## src/rtl/butterfly_pipe_pkg.sv

```systemverilog
// Shared defaults, butterfly mode encoding and the rounding-constant helper for butterfly_pipe.
package butterfly_pipe_pkg;

    localparam int DATA_W_DEF    = 16;
    localparam int TW_W_DEF      = 16;
    localparam int TW_ADDR_W_DEF = 3;

    typedef enum logic {
        MODE_DIT = 1'b0,
        MODE_DIF = 1'b1
    } mode_e;

    // Value added ahead of an arithmetic right shift by `shift` so the shift rounds half up.
    function automatic int round_const(input int shift);
        return (shift > 0) ? (1 << (shift - 1)) : 0;
    endfunction

endpackage

```

## src/rtl/twiddle_rom.sv

```systemverilog
// Twiddle table W_k = exp(-j*pi*k/2**TW_ADDR_W) in Q1.(TW_W-1), built at elaboration.
// The read is registered (one-cycle latency) and only advances when ce is high.
module twiddle_rom
    import butterfly_pipe_pkg::*;
#(
    parameter int TW_W      = TW_W_DEF,
    parameter int TW_ADDR_W = TW_ADDR_W_DEF
) (
    input  logic                   clk,
    input  logic                   ce,
    input  logic [TW_ADDR_W-1:0]   addr,
    output logic signed [TW_W-1:0] w_re,
    output logic signed [TW_W-1:0] w_im
);

    localparam int  N   = 2 ** TW_ADDR_W;
    localparam real PI  = 3.14159265358979323846;
    localparam real AMP = real'((1 << (TW_W - 1)) - 1);

    function automatic int round_real(input real x);
        return (x >= 0.0) ? $rtoi(x + 0.5) : -$rtoi(0.5 - x);
    endfunction

    logic signed [TW_W-1:0] tab_re [N];
    logic signed [TW_W-1:0] tab_im [N];

    // Full-scale is 2**(TW_W-1)-1 so that W_0 = 1 stays representable.
    for (genvar k = 0; k < N; k++) begin : g_tab
        localparam real ANG = PI * real'(k) / real'(N);
        localparam int  RE  = round_real(AMP * $cos(ANG));
        localparam int  IM  = round_real(-AMP * $sin(ANG));
        assign tab_re[k] = TW_W'(RE);
        assign tab_im[k] = TW_W'(IM);
    end

    always_ff @(posedge clk) begin
        if (ce) begin
            w_re <= tab_re[addr];
            w_im <= tab_im[addr];
        end
    end

endmodule

```

## src/rtl/butterfly_pipe.sv

```systemverilog
// Pipelined radix-2 complex butterfly, DIT or DIF selected per sample, fixed 4-cycle latency.
// Define BUTTERFLY_SAT_EN to saturate results and drive the sticky o_ovf flag; otherwise results wrap.
module butterfly_pipe
    import butterfly_pipe_pkg::*;
#(
    parameter int DATA_W    = DATA_W_DEF,
    parameter int TW_W      = TW_W_DEF,
    parameter int TW_ADDR_W = TW_ADDR_W_DEF
) (
    input  logic                     clk,
    input  logic                     rst,
    input  logic                     i_ce,
    input  logic                     i_valid,
    input  logic                     i_mode,
    input  logic                     i_scale,
    input  logic [TW_ADDR_W-1:0]     twiddle_num,
    input  logic signed [DATA_W-1:0] i_data_ra,
    input  logic signed [DATA_W-1:0] i_data_ca,
    input  logic signed [DATA_W-1:0] i_data_rb,
    input  logic signed [DATA_W-1:0] i_data_cb,
    output logic signed [DATA_W-1:0] o_data_ra,
    output logic signed [DATA_W-1:0] o_data_ca,
    output logic signed [DATA_W-1:0] o_data_rb,
    output logic signed [DATA_W-1:0] o_data_cb,
    output logic                     o_valid,
    output logic                     o_ovf
);

    localparam int XW = DATA_W + 1;
    localparam int PW = XW + TW_W + 1;
    localparam int MW = DATA_W + 3;
    localparam int SW = DATA_W + 4;
    localparam logic signed [PW-1:0] PROD_RND = PW'(round_const(TW_W - 1));

    function automatic logic signed [SW-1:0] half_up(input logic signed [SW-1:0] v);
        logic signed [SW:0] t;
        t = (SW+1)'(v) + (SW+1)'(1);
        return SW'(t >>> 1);
    endfunction

`ifdef BUTTERFLY_SAT_EN
    localparam logic signed [SW-1:0] MAX_S = {{(SW-DATA_W+1){1'b0}}, {(DATA_W-1){1'b1}}};
    localparam logic signed [SW-1:0] MIN_S = ~MAX_S;

    function automatic logic over(input logic signed [SW-1:0] v);
        return (v > MAX_S) || (v < MIN_S);
    endfunction
`endif

    function automatic logic signed [DATA_W-1:0] narrow(input logic signed [SW-1:0] v);
`ifdef BUTTERFLY_SAT_EN
        if (v > MAX_S) return MAX_S[DATA_W-1:0];
        if (v < MIN_S) return MIN_S[DATA_W-1:0];
`endif
        return DATA_W'(v);
    endfunction

    logic signed [TW_W-1:0]   w_re_p0, w_im_p0, w_re_p1, w_im_p1;
    logic signed [DATA_W-1:0] a_re_p0, a_im_p0, b_re_p0, b_im_p0;
    mode_e                    mode_p0, mode_p1, mode_p2;
    logic                     scale_p0, scale_p1, scale_p2;
    logic                     vld_p0, vld_p1, vld_p2;
    logic signed [XW-1:0]     x_re, x_im, y_re, y_im;
    logic signed [XW-1:0]     x_re_p1, x_im_p1, y_re_p1, y_im_p1;
    logic signed [PW-1:0]     prod_re, prod_im;
    logic signed [MW-1:0]     m_re_p2, m_im_p2;
    logic signed [XW-1:0]     y_re_p2, y_im_p2;
    logic signed [SW-1:0]     sa_re, sa_im, sb_re, sb_im;

    twiddle_rom #(
        .TW_W      (TW_W),
        .TW_ADDR_W (TW_ADDR_W)
    ) u_twiddle_rom (
        .clk  (clk),
        .ce   (i_ce),
        .addr (twiddle_num),
        .w_re (w_re_p0),
        .w_im (w_im_p0)
    );

    // p0 -> p1: DIT forwards A and B; DIF forms A+B and A-B (optionally halved) ahead of the multiply
    always_comb begin
        x_re = XW'(b_re_p0);
        x_im = XW'(b_im_p0);
        y_re = XW'(a_re_p0);
        y_im = XW'(a_im_p0);
        if (mode_p0 == MODE_DIF) begin
            y_re = XW'(a_re_p0) + XW'(b_re_p0);
            y_im = XW'(a_im_p0) + XW'(b_im_p0);
            x_re = XW'(a_re_p0) - XW'(b_re_p0);
            x_im = XW'(a_im_p0) - XW'(b_im_p0);
            if (scale_p0) begin
                y_re = XW'(half_up(SW'(y_re)));
                y_im = XW'(half_up(SW'(y_im)));
                x_re = XW'(half_up(SW'(x_re)));
                x_im = XW'(half_up(SW'(x_im)));
            end
        end
    end

    // p1 -> p2: full-precision complex product, rounding constant folded in before the shift
    always_comb begin
        prod_re = PW'(x_re_p1) * PW'(w_re_p1) - PW'(x_im_p1) * PW'(w_im_p1) + PROD_RND;
        prod_im = PW'(x_re_p1) * PW'(w_im_p1) + PW'(x_im_p1) * PW'(w_re_p1) + PROD_RND;
    end

    // p2 -> output: DIT post-add (optionally halved); DIF results were finished upstream
    always_comb begin
        sa_re = SW'(y_re_p2) + SW'(m_re_p2);
        sa_im = SW'(y_im_p2) + SW'(m_im_p2);
        sb_re = SW'(y_re_p2) - SW'(m_re_p2);
        sb_im = SW'(y_im_p2) - SW'(m_im_p2);
        if (scale_p2) begin
            sa_re = half_up(sa_re);
            sa_im = half_up(sa_im);
            sb_re = half_up(sb_re);
            sb_im = half_up(sb_im);
        end
        if (mode_p2 == MODE_DIF) begin
            sa_re = SW'(y_re_p2);
            sa_im = SW'(y_im_p2);
            sb_re = SW'(m_re_p2);
            sb_im = SW'(m_im_p2);
        end
    end

    always_ff @(posedge clk) begin
        if (rst) begin
            vld_p0 <= 1'b0;
            vld_p1 <= 1'b0;
            vld_p2 <= 1'b0;
        end else if (i_ce) begin
            vld_p0 <= i_valid;
            vld_p1 <= vld_p0;
            vld_p2 <= vld_p1;
        end
    end

    always_ff @(posedge clk) begin
        if (i_ce) begin
            a_re_p0  <= i_data_ra;
            a_im_p0  <= i_data_ca;
            b_re_p0  <= i_data_rb;
            b_im_p0  <= i_data_cb;
            mode_p0  <= mode_e'(i_mode);
            scale_p0 <= i_scale;

            x_re_p1  <= x_re;
            x_im_p1  <= x_im;
            y_re_p1  <= y_re;
            y_im_p1  <= y_im;
            w_re_p1  <= w_re_p0;
            w_im_p1  <= w_im_p0;
            mode_p1  <= mode_p0;
            scale_p1 <= scale_p0;

            m_re_p2  <= MW'(prod_re >>> (TW_W - 1));
            m_im_p2  <= MW'(prod_im >>> (TW_W - 1));
            y_re_p2  <= y_re_p1;
            y_im_p2  <= y_im_p1;
            mode_p2  <= mode_p1;
            scale_p2 <= scale_p1;
        end
    end

    always_ff @(posedge clk) begin
        if (rst) begin
            o_valid   <= 1'b0;
            o_data_ra <= '0;
            o_data_ca <= '0;
            o_data_rb <= '0;
            o_data_cb <= '0;
        end else if (i_ce) begin
            o_valid <= vld_p2;
            if (vld_p2) begin
                o_data_ra <= narrow(sa_re);
                o_data_ca <= narrow(sa_im);
                o_data_rb <= narrow(sb_re);
                o_data_cb <= narrow(sb_im);
            end
        end
    end

`ifdef BUTTERFLY_SAT_EN
    always_ff @(posedge clk) begin
        if (rst) begin
            o_ovf <= 1'b0;
        end else if (i_ce && vld_p2 &&
                     (over(sa_re) || over(sa_im) || over(sb_re) || over(sb_im))) begin
            o_ovf <= 1'b1;
        end
    end
`else
    assign o_ovf = 1'b0;
`endif

endmodule

```

## config.mk

```make
export PLATFORM = sky130hd
export DESIGN_NAME = butterfly_pipe
export DESIGN_NICKNAME = d
export VERILOG_FILES = /design/src/rtl/butterfly_pipe_pkg.sv /design/src/rtl/twiddle_rom.sv /design/src/rtl/butterfly_pipe.sv
export SDC_FILE = /design/constraint.sdc
export NUM_CORES = 2
export LEC_CHECK = 0
export CAP_MARGIN = 20
export CORE_AREA = 3 3 333 335
export CTS_BUF_LIST = sky130_fd_sc_hd__clkbuf_4 sky130_fd_sc_hd__clkbuf_8
export DETAILED_ROUTE_END_ITERATION = 7
export DIE_AREA = 0 0 336 338
export GPL_TIMING_DRIVEN = 0
export PLACE_DENSITY = 0.72
export RECOVER_POWER = 50
export SLEW_MARGIN = 5
export SYNTH_ARGS = -nofsm -noshare
export SYNTH_HDL_FRONTEND = slang
export SYNTH_SLANG_ARGS = --single-unit
```

## constraint.sdc

```tcl
create_clock -name clk -period 19.1 [get_ports clk]
set_input_delay 2.865 -clock clk [delete_from_list [all_inputs] [get_ports clk]]
set_output_delay 2.865 -clock clk [all_outputs]
set_load 0.05 [all_outputs]
```

==> reports/qor.yml <==
cts_tree: "done"
synth-warning-count: 0
reg2regPathDepth: 29
viasPerCell: 5.77
min_period_over_period: 0.615
r2r-start: "w_im_p1[5]"
drt-total-wl_um: 200000
slowest_delay_ns: 0.96
tightest_slew_ns: 6.56
grt_max_degree: 124
nets: 8178
ys_async_sr_fraction: 0
r2r-end: "m_re_p2[15]"
vias: 45900
synth-seq-cells: 314
antenna_left: 0
reg2reg_slack_ns: 7.36
overflow: 0
rows: 121
dr.first_iter.drc_count: 4948
ys.flop_type: "edfxtp_1"
syn_avg_cell_area_um2: 9.47
cts_buffer_depth: 3
synth.distinct_cells: 109
critPathLaunch: "w_im_p1[5]"
relSlewSlack: -3.37
post_cts_buffers: 0
grt_util_all_layers: 0.359
core_area_mm2: 0.108
fmax_mhz: 85.2
synthCells: 6284
synth_nets: 7971
violations: "max-capacitance violations, max-slew violations"
critPathBufInv: 9
dieArea_mm2: 0.114
clk_pin_slew_worst_paths_ns: 0.07
min_path_type: "register to register"
endpoint: "m_re_p2[15]"
hold_viol: 0
mostFrequentLayoutCell: "inv_1"
drc: 0
status: "complete, but fails checks"
die_h_um: 338
dr.pass1.iters: 6
drv_slew: 252
cp_slowest_cell: "inv_1"
antenna_found_initial: 26
seq_area_frac_synth: 0.147
die_x_um: 336
grt_pass1_vias: 45800
path_max_fanout: 16
final.setup.tns_ns: 0
ctsResizeCount: 0
worstSetupPathDepth: 29
holdPathStages: 0
num_io_pins: 139
cts_made_buffers: 50
synth_edf_count: 246
grt_setup_unrepaired: "false"
io_buffers: 136
h-tree-depth: 2
endpoint_kind: "register"
layout_common_cells: "inv_1 (1537), fa_1 (1141), nand2_1 (493), ha_1 (473), and2_1 (338)"
cts.sinks: 314
skew_ns: 0.0323
dpl.hpwl_um: 165000
setup_violations: 0
arrival_ns: 12.05
crit_top_cell: "fa_1"
start_kind: "register"
path_class: "register to register"
syn-cell-area_mm2: 0.0595
clock_latency_ns: 0.67
period_needed_ns: 11.74
area_delta_synth_final_pct: 7.56
postCtsHoldBufs: 0
drive_above_1_share: 0.0266
cp.required_ns: 19.41
initial_core_util: 0.549
wl_per_cell_um: 25.1
grt_pass1_wl_um: 295000
place_congestion: 1.05
maxCapViolations: 3
root_buffer: "clkbuf_8"
critical-path-top-delay-family: "adder cells"
==> routing by layer <==
metal / up-vias / track usage / wire length (um)
li1: 20000 / - / -
met1: 22900 / 0.508 / 81200
met2: 2496 / 0.519 / 84300
met3: 408 / 0.109 / 24500
met4: 14 / 0.140 / 9400
met5: - / 0.00809 / 369
==> per-stage QoR <==
step | worst slack [ns] | instances | area (um2) | hold WS, ns | util
after floorplan | 10.78 | 6284 | 59500 | 0.400 | -
after global placement | 5.42 | 7834 | 62600 | 0.401 | 0.578
after detailed placement | 7.30 | 7845 | 62800 | 0.405 | 0.580
after CTS | 7.26 | 7936 | 63900 | 0.409 | 0.590
after global routing | 6.99 | 7946 | 64000 | 0.424 | 0.590
final | 7.36 | 7960 | 64000 | 0.412 | 0.590
==> final cells by class <==
| cell class | instances | area [um2] |
|---|---|---|
| clock inverters | 24 | 268 |
| well taps | 1414 | 1770 |
| clock buffers | 67 | 822 |
| repair buffers | 155 | 1600 |
| multi-input cells | 4171 | 44000 |
| fillers | 9593 | 44400 |
| diodes | 16 | 40.0 |
| flip-flops and latches | 314 | 8750 |
| plain buffers | 256 | 992 |
| inverters | 1543 | 5790 |
==> worst min path at each step <==
stage	start	endpoint	slack, ns
2_1_floorplan	mode_p1	mode_p2	0.40
3_3_place_gp	u_twiddle_rom.w_re[15]	w_re_p1[15]	0.40
3_5_place_dp	u_twiddle_rom.w_im[13]	w_im_p1[13]	0.40
4_1_cts	y_re_p1[0]	y_re_p2[0]	0.41
5_1_grt	mode_p1	mode_p2	0.42
6_report	y_re_p1[0]	y_re_p2[0]	0.41
==> cells by family (layout without fill, tap and decap cells) <==
logic type / after synthesis / after routing / share of synthesized area
compound gates: 809 / 809 / 0.0899
xor+xnor: 198 / 198 / 0.0294
fa+ha+maj: 1614 / 1614 / 0.483
buf+inv: 1799 / 2045 / 0.114
flops: 314 / 314 / 0.147
mux: 29 / 29 / 0.00505
other cells: 1 / 17 / 0.0000630
simple gates: 1520 / 1520 / 0.131
==> synth_stat cells (54+ instances only) <==
cell	instances	area [um2]
inv_1	1537	5770
nor2_1	194	728
nand2_1	493	1850
xnor2_1	160	1400
nor3_1	98	490
clkbuf_1	215	807
a211oi_1	54	405
dfxtp_1	68	1360
ha_1	473	5920
o21ai_0	158	791
nand3_1	80	400
a21oi_1	238	1190
and2_1	339	2120
nand2b_1	66	413
fa_1	1141	22800
edfxtp_1	246	7390
nor2b_1	74	463
==> flip-flops by register name, summed over array words and instances (netlist names), 17 cells and up <==
| signal | flops |
|---|---|
| m_im_p2 | 17 |
| m_re_p2 | 17 |
| x_im_p1 | 17 |
| x_re_p1 | 17 |
| y_im_p1 | 17 |
| y_im_p2 | 17 |
| y_re_p1 | 17 |
| y_re_p2 | 17 |
Power is left out: the tool's default activity adds up to more than one toggle a clock period on the data nets, which glitch-free logic cannot reach.
